==> config.mk <==
export PLATFORM = sky130hd
export DESIGN_NAME = pipe_hazard_ctrl
export DESIGN_NICKNAME = d
export VERILOG_FILES = /design/src/rtl/pipe_hazard_ctrl.sv
export SDC_FILE = /design/constraint.sdc
export NUM_CORES = 1
export LEC_CHECK = 0
export ABC_AREA = 1
export ABC_CLOCK_PERIOD_IN_PS = 1500
export BUFFER_PORTS_ARGS = -buffer_cell sky130_fd_sc_hd__buf_2
export CORE_MARGIN = 2
export CORE_UTILIZATION = 35
export DETAILED_ROUTE_END_ITERATION = 8
export PLACE_DENSITY = 0.64
export SLEW_MARGIN = 20
export SYNTH_ARGS = -nofsm -noshare
export SYNTH_HDL_FRONTEND = slang
export SYNTH_SLANG_ARGS = --single-unit
==> constraint.sdc <==
create_clock -name Clk -period 1.5 [get_ports Clk]
set_clock_uncertainty 0.15 [all_clocks]
set_input_delay 0 -clock Clk [delete_from_list [all_inputs] [get_ports Clk]]
set_output_delay 0 -clock Clk [all_outputs]
set_load 0.1 [all_outputs]
==> src/rtl/pipe_hazard_ctrl.sv <==
// Hazard, forwarding and flush controller for the 5-stage PPCPU pipeline.
// Optional HAZ_PERF_CNT_EN adds StallCnt/FlushCnt performance counters.
module pipe_hazard_ctrl #(
  parameter int unsigned LOAD_LAT   = 1,
  parameter int unsigned RESET_HOLD = 2
) (
  input  logic       Clk,
  input  logic       Reset,
  input  logic [4:0] ID_Rs,
  input  logic [4:0] ID_Rt,
  input  logic       ID_UseRs,
  input  logic       ID_UseRt,
  input  logic [4:0] ID_Rw,
  input  logic       ID_RegWr,
  input  logic       ID_MemtoReg,
  input  logic       M_PCSrc,
  output logic       PC_WE,
  output logic       IF_ID_WE,
  output logic       IF_ID_Flush,
  output logic       ID_Ex_Bubble,
  output logic       Ex_Mem_Flush,
  output logic [1:0] FwdA,
  output logic [1:0] FwdB,
  output logic       ID_BypA,
  output logic       ID_BypB
`ifdef HAZ_PERF_CNT_EN
  ,
  output logic [31:0] StallCnt,
  output logic [31:0] FlushCnt
`endif
);

  typedef enum logic [1:0] {HOLD, RUN, STALL, FLUSH} state_e;

  localparam logic [2:0] HOLD_INIT   = 3'(RESET_HOLD);
  localparam logic [2:0] LAT_INIT    = 3'(LOAD_LAT - 1);
  localparam bit         MULTI_STALL = (LOAD_LAT > 1);

  state_e     st_q, st_d;
  logic [2:0] cnt_q, cnt_d;

  logic       ex_v, ex_regwr, ex_mtr, ex_use_rs, ex_use_rt;
  logic [4:0] ex_rw, ex_rs, ex_rt;
  logic       mem_v, mem_regwr, mem_mtr;
  logic [4:0] mem_rw;
  logic       wb_v, wb_regwr;
  logic [4:0] wb_rw;
  logic       load_use;

  function automatic logic slot_writes(input logic v, input logic wr,
                                       input logic [4:0] rw, input logic [4:0] r);
    return v & wr & (rw == r) & (r != 5'd0);
  endfunction

  function automatic logic [1:0] fwd_sel(input logic use_src, input logic [4:0] src,
                                         input logic m_v, input logic m_wr, input logic [4:0] m_rw,
                                         input logic m_mtr, input logic w_v, input logic w_wr,
                                         input logic [4:0] w_rw);
    if (use_src & slot_writes(m_v, m_wr, m_rw, src) & ~m_mtr) return 2'b01;
    if (use_src & slot_writes(w_v, w_wr, w_rw, src))           return 2'b10;
    return 2'b00;
  endfunction

  assign load_use = ex_v & ex_mtr & (ex_rw != 5'd0) &
                    ((ID_UseRs & (ID_Rs == ex_rw)) | (ID_UseRt & (ID_Rt == ex_rw)));

  // Shadow scoreboard: stall/flush decisions of this cycle decide what enters each slot.
  always_ff @(posedge Clk or posedge Reset) begin
    if (Reset) begin
      ex_v <= 1'b0; ex_regwr <= 1'b0; ex_mtr <= 1'b0; ex_use_rs <= 1'b0; ex_use_rt <= 1'b0;
      ex_rw <= '0; ex_rs <= '0; ex_rt <= '0;
      mem_v <= 1'b0; mem_regwr <= 1'b0; mem_mtr <= 1'b0; mem_rw <= '0;
      wb_v <= 1'b0; wb_regwr <= 1'b0; wb_rw <= '0;
    end else begin
      ex_v      <= ~ID_Ex_Bubble;
      ex_regwr  <= ID_RegWr;
      ex_mtr    <= ID_MemtoReg;
      ex_use_rs <= ID_UseRs;
      ex_use_rt <= ID_UseRt;
      ex_rw     <= ID_Rw;
      ex_rs     <= ID_Rs;
      ex_rt     <= ID_Rt;
      mem_v     <= ex_v & ~Ex_Mem_Flush;
      mem_regwr <= ex_regwr;
      mem_mtr   <= ex_mtr;
      mem_rw    <= ex_rw;
      wb_v      <= mem_v;
      wb_regwr  <= mem_regwr;
      wb_rw     <= mem_rw;
    end
  end

  always_ff @(posedge Clk or posedge Reset) begin
    if (Reset) begin
      st_q  <= HOLD;
      cnt_q <= HOLD_INIT;
    end else begin
      st_q  <= st_d;
      cnt_q <= cnt_d;
    end
  end

  // Counters leave HOLD/STALL on the edge where they would decrement to zero.
  always_comb begin
    st_d  = st_q;
    cnt_d = cnt_q;
    unique case (st_q)
      HOLD: begin
        if (cnt_q <= 3'd1) begin
          st_d  = RUN;
          cnt_d = '0;
        end else begin
          cnt_d = cnt_q - 3'd1;
        end
      end
      STALL: begin
        if (M_PCSrc) begin
          st_d  = FLUSH;
          cnt_d = '0;
        end else if (cnt_q <= 3'd1) begin
          st_d  = RUN;
          cnt_d = '0;
        end else begin
          cnt_d = cnt_q - 3'd1;
        end
      end
      RUN, FLUSH: begin
        if (M_PCSrc) begin
          st_d  = FLUSH;
          cnt_d = '0;
        end else if (load_use) begin
          st_d  = MULTI_STALL ? STALL : RUN;
          cnt_d = LAT_INIT;
        end else begin
          st_d = RUN;
        end
      end
    endcase
  end

  always_comb begin
    PC_WE        = 1'b0;
    IF_ID_WE     = 1'b0;
    IF_ID_Flush  = 1'b0;
    ID_Ex_Bubble = 1'b1;
    Ex_Mem_Flush = 1'b0;
    if (st_q != HOLD) begin
      if (M_PCSrc) begin
        PC_WE        = 1'b1;
        IF_ID_WE     = 1'b1;
        IF_ID_Flush  = 1'b1;
        ID_Ex_Bubble = 1'b1;
        Ex_Mem_Flush = 1'b1;
      end else if ((st_q == STALL) || load_use) begin
        PC_WE        = 1'b0;
        IF_ID_WE     = 1'b0;
        ID_Ex_Bubble = 1'b1;
      end else begin
        PC_WE        = 1'b1;
        IF_ID_WE     = 1'b1;
        ID_Ex_Bubble = 1'b0;
      end
    end
    FwdA    = fwd_sel(ex_use_rs, ex_rs, mem_v, mem_regwr, mem_rw, mem_mtr, wb_v, wb_regwr, wb_rw);
    FwdB    = fwd_sel(ex_use_rt, ex_rt, mem_v, mem_regwr, mem_rw, mem_mtr, wb_v, wb_regwr, wb_rw);
    ID_BypA = ID_UseRs & slot_writes(wb_v, wb_regwr, wb_rw, ID_Rs);
    ID_BypB = ID_UseRt & slot_writes(wb_v, wb_regwr, wb_rw, ID_Rt);
  end

`ifdef HAZ_PERF_CNT_EN
  always_ff @(posedge Clk or posedge Reset) begin
    if (Reset) begin
      StallCnt <= '0;
      FlushCnt <= '0;
    end else begin
      if ((st_q != HOLD) && !PC_WE) StallCnt <= StallCnt + 32'd1;
      if (Ex_Mem_Flush)             FlushCnt <= FlushCnt + 32'd1;
    end
  end
`endif

endmodule

### Yosys cells after proc, flatten, opt, wreduce, memory -nomap -nowiden

Index checks and enable logic that the tools add are counted.

* logic and storage cells: 103
* bits of input ports: 22
* register bits: 40
* output and inout bits: 11

* equal/unequal tests: 12
* muxes and demuxes: 31
* add/subtract/negate cells: 1
* bitwise logic cells: 32
* $lt $le $gt $ge: 1
* reductions and logical operators: 9

Operator list (count)
* == test 5 bit: 8
* bitwise AND 1 bit: 28
* nonzero test 5 bit: 5
* two-way mux 2 bit: 11
* two-way mux 1 bit: 14
* two-way mux 3 bit: 4
* case mux 3 bit (3 select lines): 1
* case mux 2 bit (3 select lines): 1
* == test 2 bit (second input constant): 2
* less-or-equal comparator 3 x 1 -> 1 bit (second input constant): 1
* inequality test 3 bit (second input constant): 1
* inverter 1 bit: 3
* subtractor 3 x 1 -> 3 bit (second input constant): 1
* == test 2 x 1 -> 1 bit (second input constant): 1
* logical NOT 2 bit: 1
* nonzero test 2 bit: 1
* OR reduction 2 bit: 1
* logical OR 1 bit: 1
* OR 1 bit: 1

### Logic depth before layout (Yosys ltp)

Gate-level depths: netlist (run 1).

* depth in word-level cells: 9
* mapped depth: 10
* depth with buffers taken out: 10

### Worst setup path after synthesis (run 1)

OpenSTA, ideal clock, no wires.

* kind: reg-to-output
* from: register mem_rw[0]
* to: output FwdB[1]
* stages on the path, launching flop included: 6
* data required time: 1.350 ns
* arrival time: 4.092 ns
* path slack: -2.742 ns
* cell sequence: dfrtp_1 xor2_1 nor2_1 nand2_1 nor3_1 nor2_1

* cells in the longest elaborated chain, start to end: 7

RTL lines
* start: declaration: RTL line 45 `logic [4:0] mem_rw;`
* start signal: assignment: RTL line 86 `mem_rw <= ex_rw;`
* == test 5 bit: RTL line 52 `return v & wr & (rw == r) & (r != 5'd0);`
* bitwise AND 1 bit (2 in a row): RTL line 52
* bitwise AND 1 bit (2 in a row): RTL line 59 `if (use_src & slot_writes(m_v, m_wr, m_rw, src) & ~m_mtr) return 2'b01;`
* two-way mux 1 bit: RTL line 59
* two-way mux 2 bit: RTL line 60 `if (use_src & slot_writes(w_v, w_wr, w_rw, src)) return 2'b10;`
* end: declaration: RTL line 23 `output logic [1:0] FwdB,`

Every way passes these cells.

### Final worst setup path (run 1)

* from: register ex_rw[4]
* to: output ID_Ex_Bubble

* cells in the longest elaborated chain, start to end: 8

RTL lines
* start: declaration: RTL line 43 `logic [4:0] ex_rw, ex_rs, ex_rt;`
* start signal: assignment: RTL line 80 `ex_rw <= ID_Rw;`
* == test 5 bit: RTL line 65 `((ID_UseRs & (ID_Rs == ex_rw)) | (ID_UseRt & (ID_Rt == ex_rw)));`
* bitwise AND 1 bit: RTL line 65
* OR 1 bit: RTL line 65
* bitwise AND 1 bit *: RTL line 64 `assign load_use = ex_v & ex_mtr & (ex_rw != 5'd0) &`
* logical OR 1 bit *: RTL line 154 `end else if ((st_q == STALL) || load_use) begin`
* two-way mux 1 bit *: RTL line 154
* two-way mux 1 bit *: RTL line 148 `if (M_PCSrc) begin`
* two-way mux 1 bit *: RTL line 147 `if (st_q != HOLD) begin`
* end: declaration: RTL line 20 `output logic ID_Ex_Bubble,`

Every way passes the cells marked *; elsewhere a longest branch is shown, timed or not.

==> results of run 1 <==
==> registers in the layout (all words and copies together) (netlist names), 2 cells and up <==
name,flops
ex_rs,5
ex_rt,5
ex_rw,5
mem_rw,5
wb_rw,5
cnt_q,3
st_q,2
==> power groups by stage <==
stage | clock (mW) | sequential [mW] | combinational, mW
finish | 0.859 | 1.18 | 0.365
global route | 0.921 | 1.19 | 0.402
CTS | 0.877 | 1.18 | 0.350
detailed placement | 0 | 1.20 | 0.298
global placement | 0 | 1.20 | 0.296
floorplan | 0 | 1.18 | 0.202
==> final timing paths <==
kind                                    start                   end  slack (ps)  cells after the start
max in group asynchronous               Reset   mem_rw[2]$_DFF_PP0_         620                      4
hold reg to reg            ex_regwr$_DFF_PP0_   mem_regwr$_DFF_PP0_         200                      0
setup / recovery           ex_rw[4]$_DFF_PP0_          ID_Ex_Bubble        -330                     11
setup reg to reg           ex_rw[4]$_DFF_PP0_  cnt_q[2]$_DFFE_PP0P_        -190                     12
min in group asynchronous               Reset    wb_regwr$_DFF_PP0_         220                      4
hold / removal                       ID_Rw[4]    ex_rw[4]$_DFF_PP0_         190                      2
==> synthesized netlist by cell type (2+ instances only) <==
cell,number,area share
a21oi_1,5,0.013
nor2_1,25,0.050
dfrtp_1,39,0.52
nand3_1,6,0.016
xor2_1,10,0.046
o21ai_0,4,0.011
nand4_1,11,0.036
nand2_1,51,0.10
ha_1,2,0.013
nor3_1,6,0.016
xnor2_1,10,0.046
buf_4,2,0.0080
inv_1,33,0.066
==> metrics by stage <==
step	instance area, µm²	hold WS, ps	TNS (ps)
2_1_floorplan	2020	-119	-1940
3_3_place_gp	2450	-41.7	-298
3_5_place_dp	2450	-40.3	-518
4_1_cts	2820	-257	-2780
5_1_grt	2900	188	-4050
6_report	2900	191	-2690
==> per-layer routing <==
metal / vias to the layer above / wire length, µm / GRT usage
met3: 15 / 144 / 0.0360
met4: 0 / 144 / 0.0714
li1: 822 / - / -
met1: 784 / 1950 / 0.209
met2: 38 / 2180 / 0.260
met5: - / 0 / 0
==> area by class of cell <==
cell class | instances | area [µm²]
fill | 469 | 2240
timing repair buffer | 68 | 658
sequential | 40 | 1010
clock inverter | 2 | 35.0
multi-input combinational | 140 | 907
clock buffer | 6 | 72.6
inverter | 33 | 128
tap | 70 | 87.6
==> logic make-up after synthesis <==
logic type      Yosys count
compound gates           12
xor+xnor                 20
fa+ha+maj                 2
buf+inv                  37
flops                    40
simple gates            106
==> timing repair <==
action                                  CTS  global route
pin swaps                                13            13
endpoints found under the setup margin   14            14
hold buffers                             20             2
endpoints found under the hold margin    59             1
setup buffers                             5             1
resized for setup                         8            14
==> flow_metrics.tcl, run 1 <==
set metrics [dict create \
    rows 26 \
    end_kind "primary output" \
    fin_crit_sh 1.22 \
    crit_chain "inv_2 -> nand2_1 -> nand2_1 -> nor2_1 -> nand3_1 -> nand2_1 -> nand2_2 -> nand2_4 -> nor2_4 -> clkinvlp_4 -> buf_12" \
    drtIter0Drc 59 \
    synth-xor-area-share 0.0929 \
    pwr-share-seq 0.491 \
    crit_top_cell "nand2_1" \
    dpl_worst_slack_ps -109 \
    syn2layout_area_growth_pct 53.6 \
    io_pins 33 \
    ys_seq_area_frac 0.532 \
    synth-simple-area-share 0.248 \
    place_inst 323 \
    grt_use_total 0.161 \
    drv_cap 0 \
    path_buf_inv 3 \
    hold_class "in -> reg" \
    worst_slew_pin_slew_ps 486 \
    clkLatencyLatePin_ps 290 \
    power_switching_share 0.257 \
    clock_path_buffers 2 \
    violations "negative setup slack" \
    min_period_ps 1830 \
    synth-main-ff-cell "dfrtp_1" \
    critPathKind "reg -> out" \
    drive_gt1_frac 0.332 \
    cts_tree "done" \
    syn_inst 217 \
    final_net_count 312 \
    die_w_um 77.4 \
    portBuffers 32 \
    wire_per_inst_um 12.3 \
    yosys_warnings 0 \
    crit_slowest_cell "dfrtp_1" \
    power.share.clock 0.357 \
    grt_pass1_wl_um 7560 \
    initial_utilization 0.367 \
    cpPeakStageDelay_ps 430 \
    run_status "finished, violations left" \
    grt_antenna_before_repair 0 \
    syn_area_mm2 0.00189 \
    first_global_vias 1652 \
    vias 1659 \
    synth_top_family_by_area "simple AND/OR/NAND/NOR gates" \
    worstPathMaxFanout 4 \
    fp.dieH_um 77.4 \
    async_reset_ff_frac 1.00 \
    synth_compound_area_frac 0.0365 \
    worst_slack_ps -335 \
    worstPathRequired_ps 1350 \
    p_sw_uw 618 \
    cp.arrival_ps 1680 \
    hpwlAfterDp_um 3190 \
    final_common_cell "nand2_1" \
    h-tree-depth 2 \
    combPwrFrac 0.152 \
    max-vdd-ir-drop_mv 0.480 \
    total_power_mw 2.41 \
    cts_buffers 5 \
    cp-start-kind "flop" \
    grt_max_degree 41 \
    setup_viol 13 \
    p_int_mw 1.79 \
    final_cell_mix "47 x nand2_1, 34 x dfrtp_1, 26 x inv_1" \
    n_antenna_cell 0 \
    fin_util 0.564 \
    leakagePower_nw 1.36 \
    rsz0062_at_grt "true" \
    ys_ff_latch 40 \
    cts_root_buffer "clkbuf_8" \
    path_clk_slew_ps 80 \
    die_area_mm2 0.00599 \
    synth_edf_count 0 \
    viasPerCell 4.62 \
    slew_headroom 0.676 \
    clock-sinks 40 \
    drt_wl_total_um 4420 \
    synthAdderAreaFrac 0.0133 \
    synthMuxAreaShare 0 \
    synth_cell_type_count 26 \
    drcViolationCount 0 \
    power_density_mw_per_mm2 831 \
    drtAntennaViolNets 0 \
    synth_fp_nets 241 \
    syn_area_per_cell_um2 8.69 \
    final_max_slew_viol_count 0 \
    grt_overflow 0 \
    first_pass_iters 5 \
    final_cells 359 \
    coreArea_mm2 0.00514 \
    crit_family "simple AND/OR/NAND/NOR gates" \
    hold_viol 0 \
    fmax_mhz 545 \
    gp_congestion 0.870 \
]
Note: power is estimated with default switching activity, not from simulation.
==> inputs of run 2 (changes only) <==
Settings changed: ABC_CLOCK_PERIOD_IN_PS 1500 to 1750, PLACE_DENSITY 0.64 to 0.62.
Clock period 1.5 ns to 1.75 ns, I/O delays scaled along.
==> run 2 against run 1 <==
The run still ends with negative setup slack left. Critical endpoint is now PC_WE. Cell count down 1.7%. Cell area down 5.1%. Largest cell class unchanged. Highest routed layer unchanged. Die area unchanged. First-iteration DRC count up 6.8%. Utilization down 2.9 points.
==> flow_metrics.tcl, run 2 (same netlist as run 1, synthesis figures left out) <==
set metrics [dict create \
    cp.arrival_ps 1640 \
    worst_slack_ps -42.1 \
    hold_class "in -> reg" \
    crit_chain "inv_1 -> nand2_1 -> nand2_1 -> nor2_1 -> nand3_1 -> nand2_2 -> nand2_2 -> nand2_4 -> o21ai_4 -> buf_12" \
    min_period_ps 1790 \
    die_area_mm2 0.00599 \
    cts_tree "done" \
    rows 26 \
    drtAntennaViolNets 0 \
    grt_use_total 0.151 \
    drv_cap 0 \
    worstPathMaxFanout 5 \
    setup_viol 3 \
    crit_slowest_cell "dfrtp_1" \
    fill_cells 487 \
    n_antenna_cell 0 \
    h-tree-depth 2 \
    vias 1578 \
    crit_family "simple AND/OR/NAND/NOR gates" \
    first_pass_iters 4 \
    grt_antenna_before_repair 0 \
    wire_per_inst_um 11.9 \
    holdWs_ps 199 \
    cp-start-kind "flop" \
    grt_overflow 0 \
    initial_utilization 0.367 \
    fp.dieH_um 77.4 \
    grt_max_degree 41 \
    final_cell_mix "49 x nand2_1, 36 x dfrtp_1, 28 x inv_1" \
    reg2reg_depth 8 \
    drive_gt1_frac 0.272 \
    viasPerCell 4.47 \
    gp_congestion 0.872 \
    final_max_slew_viol_count 0 \
    multi_input_comb_area_um2 841 \
    clock-sinks 40 \
    drtIter0Drc 63 \
    drcViolationCount 0 \
    cts_buffers 5 \
    path_buf_inv 2 \
    clkLatencyLatePin_ps 280 \
    coreArea_mm2 0.00514 \
    rsz0062_at_grt "true" \
    worstPathRequired_ps 1600 \
    grt_pass1_wl_um 7030 \
    syn2layout_area_growth_pct 45.7 \
    max-vdd-ir-drop_mv 0.664 \
    place_inst 316 \
    first_global_vias 1544 \
    hold_viol 0 \
    fin_crit_sh 1.02 \
    power_density_mw_per_mm2 736 \
    clock_path_buffers 2 \
    final_common_cell "nand2_1" \
    cpPeakStageDelay_ps 420 \
    ff_latch_area_mm2 0.00101 \
    worst_slew_pin_slew_ps 468 \
    final_net_count 306 \
    total_power_mw 2.02 \
    end_kind "primary output" \
    cts_root_buffer "clkbuf_8" \
    hold_path_depth 2 \
    slew_headroom 0.688 \
    leakagePower_nw 1.31 \
    violations "negative setup slack" \
    hpwlAfterDp_um 3140 \
    run_status "finished, violations left" \
    fmax_mhz 558 \
    final_cells 353 \
    io_pins 33 \
    portBuffers 32 \
    drt_wl_total_um 4200 \
    path_clk_slew_ps 70 \
    crit_cells 10 \
    critPathKind "reg -> out" \
    die_w_um 77.4 \
]
==> run 2: cell count changes in the layout (fill, tap and decap cells not counted), moves of 2 or more <==
| cell | delta |
|---|---|
| nand2_1 | +2 |
| buf_4 | -4 |
| inv_1 | +2 |
| buf_12 | -2 |
| xnor2_1 | +2 |
| nand2_2 | -2 |
| dfrtp_1 | +2 |
| xnor2_2 | -2 |
| nor2_1 | +2 |
| nor2_4 | -3 |
| dfrtp_2 | -2 |
| clkbuf_4 | +2 |
==> run 2: repair_timing <==
action / 4_1_cts / 5_1_grt
buffers inserted: 3 / 5
hold buffers: 21 / 0
endpoints found under the hold margin: 60 / 0
setup endpoints to repair: 6 / 12
gates cloned: 0 / 0
resized for setup: 10 / 10
pin swaps: 9 / 10
==> run 2: final timing paths <==
check | startpoint | to | slack, ps
worst max register to register | cnt_q[1]$_DFFE_PP1P_ | cnt_q[1]$_DFFE_PP1P_ | 140
min in group asynchronous | Reset | mem_regwr$_DFF_PP0_ | 210
max in group asynchronous | Reset | wb_rw[0]$_DFF_PP0_ | 880
worst min-delay path | ID_Rw[2] | ex_rw[2]$_DFF_PP0_ | 200
worst max-delay path | ex_rw[1]$_DFF_PP0_ | PC_WE | -40
worst min register to register | ex_regwr$_DFF_PP0_ | mem_regwr$_DFF_PP0_ | 200
==> run 2: through the flow <==
stage | cell area (µm²) | setup slack (ps) | util | TNS, ps
after global routing | 2750 | -147 | 0.535 | -748
after detailed placement | 2320 | 155 | 0.451 | 0
after global placement | 2320 | 184 | 0.451 | 0
after CTS | 2690 | -48.0 | 0.524 | -153
final | 2750 | -42.1 | 0.535 | -122
after floorplan | 1950 | -411 | - | -674
==> run 2: area by class of cell <==
type                       count  share of cell area
tap                           70              0.0319
clock buffer                   6              0.0264
clock inverter                 2              0.0128
multi-input combinational    140               0.306
inverter                      33              0.0451
timing repair buffer          62               0.212
sequential                    40               0.366
==> run 2: routing by layer <==
metal / vias up / global-route usage / share of wire
li1: 809 / - / -
met1: 732 / 0.185 / 0.44
met2: 31 / 0.257 / 0.51
met3: 6 / 0.0291 / 0.029
met4: 0 / 0.0679 / 0.021
met5: - / 0 / 0
==> run 2: worst register-to-register path, cell delays in order, from the launching register on <==
cell	delay, ps
dfstp_2	530
inv_1	70
ha_1	190
a21oi_2	90
nor2_1	40
or2_4	240
nor2_4	110
nand2_1	60
nand2_1	70
==> run 2: where the power goes <==
group / internal (mW) / total (mW) / switching, mW
Combinational: 0.128 / 0.292 / 0.164
Sequential: 0.967 / 1.01 / 0.0450
Clock: 0.423 / 0.718 / 0.296
Total: 1.52 / 2.02 / 0.504
